===== src/rtl/exibe_sequencia_ctrl.sv =====
// Sequence display controller: steps through a sequence ROM and shows each word
// on the LEDs for T_ON cycles, followed by T_OFF dark cycles, up to the captured limit.
module exibe_sequencia_ctrl #(
  parameter int unsigned T_ON  = 4,
  parameter int unsigned T_OFF = 2
) (
  input  logic       clock,
  input  logic       reset,
  input  logic       iniciar,
  input  logic       abortar,
  input  logic [3:0] limite,
  input  logic [6:0] memoria_dado,
  output logic [3:0] endereco,
  output logic [6:0] leds,
  output logic       ocupado,
  output logic       fim
);

  localparam int unsigned TW = 16;
  localparam int unsigned AW = 4;
  localparam int unsigned DW = 7;

  localparam logic [TW-1:0] ON_LAST  = TW'(T_ON - 1);
  localparam logic [TW-1:0] OFF_LAST = TW'(T_OFF - 1);

  typedef enum logic [2:0] {
    OCIOSO,
    CARREGA,
    ACESO,
    APAGADO,
    FIM
  } state_t;

  state_t          state, state_n;
  logic [TW-1:0]   timer, timer_n;
  logic [AW-1:0]   lim_reg, lim_n;
  logic [AW-1:0]   endereco_n;
  logic [DW-1:0]   leds_n;
  logic            ocupado_n, fim_n;

  // State and registered outputs
  always_ff @(posedge clock) begin
    if (reset) begin
      state    <= OCIOSO;
      timer    <= '0;
      lim_reg  <= '0;
      endereco <= '0;
      leds     <= '0;
      ocupado  <= 1'b0;
      fim      <= 1'b0;
    end else begin
      state    <= state_n;
      timer    <= timer_n;
      lim_reg  <= lim_n;
      endereco <= endereco_n;
      leds     <= leds_n;
      ocupado  <= ocupado_n;
      fim      <= fim_n;
    end
  end

  // Next-state and next-output logic
  always_comb begin
    state_n    = state;
    timer_n    = timer;
    lim_n      = lim_reg;
    endereco_n = endereco;
    leds_n     = leds;

    unique case (state)
      OCIOSO: begin
        leds_n = '0;
        if (iniciar && !abortar) begin
          state_n    = CARREGA;
          endereco_n = '0;
          lim_n      = limite;
        end
      end
      CARREGA: begin
        state_n = ACESO;
        leds_n  = memoria_dado;
        timer_n = '0;
      end
      ACESO: begin
        if (timer == ON_LAST) begin
          state_n = APAGADO;
          leds_n  = '0;
          timer_n = '0;
        end else begin
          timer_n = timer + TW'(1);
        end
      end
      APAGADO: begin
        leds_n = '0;
        if (timer == OFF_LAST) begin
          timer_n = '0;
          if (endereco == lim_reg) begin
            state_n = FIM;
          end else begin
            state_n    = CARREGA;
            endereco_n = endereco + AW'(1);
          end
        end else begin
          timer_n = timer + TW'(1);
        end
      end
      FIM: begin
        state_n = OCIOSO;
        leds_n  = '0;
      end
      default: begin
        state_n = OCIOSO;
        leds_n  = '0;
      end
    endcase

    // Cancel drops straight to idle, keeping the address where it stopped
    if (abortar && (state != OCIOSO)) begin
      state_n    = OCIOSO;
      leds_n     = '0;
      endereco_n = endereco;
    end

    ocupado_n = (state_n != OCIOSO);
    fim_n     = (state_n == FIM);
  end

endmodule


===== config.mk =====
export PLATFORM = sky130hd
export DESIGN_NAME = exibe_sequencia_ctrl
export DESIGN_NICKNAME = d
export VERILOG_FILES = /design/src/rtl/exibe_sequencia_ctrl.sv
export SDC_FILE = /design/constraint.sdc
export NUM_CORES = 1
export LEC_CHECK = 0
export BUFFER_PORTS_ARGS = -buffer_cell sky130_fd_sc_hd__buf_2
export CAP_MARGIN = 20
export CORE_ASPECT_RATIO = 1.4
export CORE_UTILIZATION = 30
export CTS_CLUSTER_DIAMETER = 200
export DETAILED_ROUTE_END_ITERATION = 10
export GPL_TIMING_DRIVEN = 0
export SYNTH_ARGS = -nofsm -noshare
export SYNTH_HDL_FRONTEND = slang
export SYNTH_SLANG_ARGS = --single-unit

===== constraint.sdc =====
create_clock -name clock -period 2.45 [get_ports clock]
set_clock_uncertainty 0.05 [all_clocks]
set_input_delay 0.1225 -clock clock [delete_from_list [all_inputs] [get_ports clock]]
set_output_delay 0.1225 -clock clock [all_outputs]
set_load 0.02 [all_outputs]

-- Yosys cells after proc, flatten, opt, wreduce, memory -nomap -nowiden
Cells that the tools add are included.
- add/subtract/negate cells: 2
- equality and inequality tests: 11
- multiplexer cells: 15
- bitwise logic cells: 1
- reduce and logical (&&, ||, !) cells: 11
- operator list (operator ; number):
    one-hot mux 16 bit (3 select lines) ; 1
    two-way mux 16 bit ; 2
    adder 16 x 1 -> 16 bit, second input constant ; 1
    equality test 16 x 1 -> 1 bit, second input constant ; 1
    equality test 16 x 2 -> 1 bit, second input constant ; 1
    two-way mux 3 bit ; 5
    one-hot mux 7 bit (2 select lines) ; 1
    two-way mux 4 bit ; 3
    one-hot mux 3 bit (4 select lines) ; 1
    nonzero test 3 bit ; 3
    != test 2 bit, second input constant ; 4
    one-hot mux 4 bit (2 select lines) ; 1
    two-way mux 7 bit ; 1
    equality test 3 x 2 -> 1 bit, second input constant ; 2
    AND reduction 5 bit ; 1
    adder 4 x 1 -> 4 bit, second input constant ; 1
    equality test 4 bit ; 1
    equality test 3 x 1 -> 1 bit, second input constant ; 1
    equality test 3 bit, second input constant ; 1
    logical NOT 3 bit ; 1
    logical AND 1 bit ; 2
    AND reduction 2 bit ; 1
    nonzero test 2 bit ; 1
    OR reduction 2 bit ; 1
    2 further kinds ; 2
- bits in registers: 36
- output and inout port bits: 13
- word-level logic and storage cells: 47

-- Logic depth before layout (Yosys ltp)
- depth after elaboration: 6
- mapped depth: 8
- mapped depth without buffers: 7

-- Worst setup path after synthesis
No wires, ideal clock.
- path type: register to register
- from: register timer[14]
- to: register endereco[2]
- library setup time: 70 ps
- arrival: 2038 ps
- setup slack: 292 ps
- cell stages (with the launch flop): 6
- buffers on the path: 0
- period minus slack after synthesis: 2158 ps
- cells stage by stage: dfxtp_1 > or4_4 > or4_4 > o21ba_1 > or3_1 > a21boi_1
- word-level cells in the longest chain between the ends: 3
- ends and longest elaborated chain (what ; line ; text):
    from (decl) ; 35 ; logic [TW-1:0] timer, timer_n;
    from (signal assigned) ; 53 ; timer <= timer_n;
    equality test 16 x 1 -> 1 bit ; 95 ; if (timer == OFF_LAST) begin
    != test 2 bit (no source line) ; n/a ;
    AND reduction 5 bit (no source line) ; n/a ;
    to (signal assigned) ; 55 ; endereco <= endereco_n;
    to (decl) ; 13 ; output logic [3:0] endereco,
No other way between the ends.
A chain may end at the register's enable or synchronous reset.

-- Final worst setup path
- from: register timer[0]
- to: register endereco[3]
The elaborated chain is that of the path after synthesis.

==> flow_results.org <==
** Power
- For this design the ratio of total power to cell area is between 500 and 600 mW/mm2.
- The analysis attributes to net switching a power of 261 uW.
- Of the total power, the share spent switching nets is around a quarter.
- Per report_power, the combinational group accounts for under 10% of the total.
- Of the total power, registers draw a little under three fifths.
- Clock share of power :: roughly 36%
- Int Pwr :: ~830 uW
- The design draws 1090 uW.
- Static leakage :: approximately 0.0008 uW
- IR analysis of the VDD net gives a maximum drop of 164 uV.

** Clock tree
- The clock passes through at most 2 buffers.
- After clock tree synthesis, the clock-pin slew on the worst setup and hold paths is ~0.07 ns.
- Clock tree from TritonCTS :: built
- Clock network latency to the later pin of the worst-skew pair :: 0.28 ns
- Clk sink count :: 36
- The tree is rooted in a clkbuf_8.
- Buffers inserted during clock tree synthesis total 5.
- H-tree Lvls :: 2

** Setup path
- The worst setup path is captured at a flop.
- Worst Path Class, Setup :: flop to flop
- For the worst setup path, the data required time is 2.62 ns.
- Crit-path max FO :: 5
- STA puts the critical path data arrival time at around 2.5 ns.
- Setup slack on the worst reg-to-reg path comes out at roughly 0.10 ns.
- STA classifies the critical path startpoint as a flop.

** Global routing
- Number of global-route vias before repair :: 1337
- The first global-routing pass estimated between 5000 and 6000 um of wire.
- After global routing the overflow that remains totals 0.
- In the global route stage, overall resource usage came out at approximately an eighth.
- The initial antenna violation count was 0.
- Maximum number of pins on one net before global-route repair :: 11

** Routing
- Detail-routed net length per standard cell :: 11.9 um
- Detailed routing inserted a total of 1407 vias.
- Number of nets with antenna violations after routing :: 0
- DR DRC count :: 0
- Via density per instance :: 4.94
- Iteration-0 DRC Markers :: 50
- Iteration count of the initial detailed-routing pass :: 4
- After detailed routing, the total wire length is about 3400 um.

** Synth
- Yosys cell types :: 43
- In the synthesized netlist the dominant register cell turns out to be dfxtp_1.
- Nets in the synthesized netlist :: 203
- Number of enable-type register cells in the synthesized netlist :: 0
- Yosys printed 0 warnings.
- Number of storage elements in the synthesis netlist :: 36
- After synthesis, the share of flip-flops with an asynchronous set or reset is 0%.
- Of the synthesized area, sequential elements account for 43.7%.
- Synthesized netlist cell count :: approximately 190
- A synthesized cell averages 8.91 um2.
- Area of the mapped netlist :: 0.00165 mm2

** Placement
- Final HPWL from detailed placement :: roughly 2500 um
- In this run the tool buffered the top-level ports with 27 buffer cells.
- Last weighted congestion value of the routability-driven placer :: slightly above 0.7

** Run status
- The run finished with clean final reports.

** Worst hold path
- The worst hold path belongs to the class primary input to flop.

** Die
- Core Footprint :: between 0.005 and 0.006 mm2
- In this run the core area contains 31 standard-cell rows.
- Floorplan die width :: between 60 and 70 um
- The die covers approximately 0.0058 mm2.
- 28 I/O pins were placed.
- For this configuration, the core starts out at a cell density of between 30% and 40%.
- In this run the vertical extent of the chip is roughly 90 um.

** Cells and area
- Leaving out fill and tap cells, the most frequent cells in the layout are dfxtp_1 (36), nor2_1 (31), buf_2 (27), xor2_1 (11), nand2_1 (11).
- After the last flow step, the layout net total stands at 237.
- Compared with the post-synthesis result, the final layout area differs by 19.7%.
- The repair_antennas step left the layout with diodes totalling 0.
- Leaving out fill and tap cells, the most frequent cell in the layout is dfxtp_1.
- Top flop regs :: timer: 16 flops, leds: 7 flops
- Ranked by flip-flop count, first place goes to timer.
- Measured on the finished design, the core utilization comes to a little under two fifths.
- Number of flip-flops under the largest register name :: 16
- Cells with a size suffix above 1 make up 22.4% of the layout.

** STA
- Based on the critical path, the design can be clocked at up to ~0.43 GHz.
- The worst path uses 95.9% of the clock period.
- Setup repair after global routing left no endpoint under its margin.
- Finish-stage setup viols :: 0
- The count of endpoints failing hold in the final timing report was 0.
- Transition time of the tightest slew-check pin :: approximately 0.79 ns
- Adding up every negative setup slack in the final design gives 0 ns.
- Max_slew headroom :: around 47%
- Min cycle time layout :: around 2.3 ns
- Number of slew-limit violations in the final report :: 0

** Job
- Max-cap violations in this run came to 0.
[power by group through the flow]
stage | clock [uW] | combinational (uW) | sequential, uW
6_report | 390 | 95.1 | 604
5_1_grt | 437 | 105 | 605
4_1_cts | 409 | 95.5 | 604
3_5_place_dp | 0 | 95.1 | 617
3_3_place_gp | 0 | 94.5 | 617
2_1_floorplan | 0 | 58.5 | 620
[path summary, 6_finish.rpt]
| kind | startpoint | to | cells past startpoint |
|---|---|---|---|
| hold reg to reg | timer[1]$_SDFFE_PP0P_ | timer[1]$_SDFFE_PP0P_ | 2 |
| hold / removal | memoria_dado[0] | leds[0]$_SDFFE_PP0P_ | 3 |
| setup / recovery | timer[0]$_SDFFE_PP0P_ | endereco[3]$_SDFFE_PP0P_ | 6 |
| setup reg to reg | timer[0]$_SDFFE_PP0P_ | endereco[3]$_SDFFE_PP0P_ | 6 |
[cell usage after synthesis (4+ instances only)]
master / count / share of area (%)
clkbuf_1: 4 / 0.91
or3b_2: 4 / 2.1
nor3_1: 7 / 2.1
xnor2_1: 5 / 2.7
a22oi_1: 7 / 3.2
nand3_1: 7 / 2.1
nand2_1: 11 / 2.5
inv_1: 5 / 1.1
mux2i_1: 4 / 2.4
dfxtp_1: 36 / 44
xor2_1: 11 / 5.8
nand4_1: 4 / 1.5
nor2_1: 31 / 7.1
[per-stage QoR]
step                      worst slack (ns)  cells  hold slack, ns  cell area (um2)
after floorplan                      0.292    185           0.220             1650
after global placement             0.00604    278           0.311             1870
after detailed placement           -0.0624    278           0.319             1870
after CTS                           0.0907    285          0.0129             1950
after global routing               0.00160    285          0.0196             1970
final                                0.101    285          0.0194             1970
[cell type report]
| type | count | area [um2] |
|---|---|---|
| clock inverters | 1 | 5.00 |
| flip-flops and latches | 36 | 721 |
| clock buffers | 6 | 72.6 |
| repair buffers | 27 | 135 |
| multi-input cells | 139 | 916 |
| plain buffers | 5 | 22.5 |
| fillers | 570 | 3260 |
| inverters | 5 | 18.8 |
| well taps | 66 | 82.6 |
[cells by family after synthesis]
group,count (synthesis),synth area share (%)
xor+xnor,16,8.50
mux,4,2.43
flops,36,43.7
compound gates,27,12.1
simple gates,89,28.5
buf+inv,10,2.50
fa+ha+maj,3,2.28
[worst max-delay path, cell delays in order, from the launching register on]
cell	delay [ns]
dfxtp_1	0.40
ha_1	0.18
or3b_2	0.49
or4_4	0.44
o21ba_1	0.23
or3_1	0.36
a21boi_1	0.14
[timing repair]
action                     4_1_cts  5_1_grt
hold buffers                     0        0
hold endpoints to repair         0        0
gates cloned                     0        0
resized for setup                1        4
setup endpoints to repair       10       10
buffers inserted                 0        0
[metal layers]
| metal | vias up | share of wire [%] | GRT usage, % |
|---|---|---|---|
| li1 | 719 | - | - |
| met1 | 662 | 43 | 13.5 |
| met2 | 19 | 52 | 22.5 |
| met3 | 7 | 3.3 | 3.43 |
| met4 | 0 | 1.9 | 6.11 |
| met5 | - | 0 | 0 |
Power figures use the tool's default switching activity.
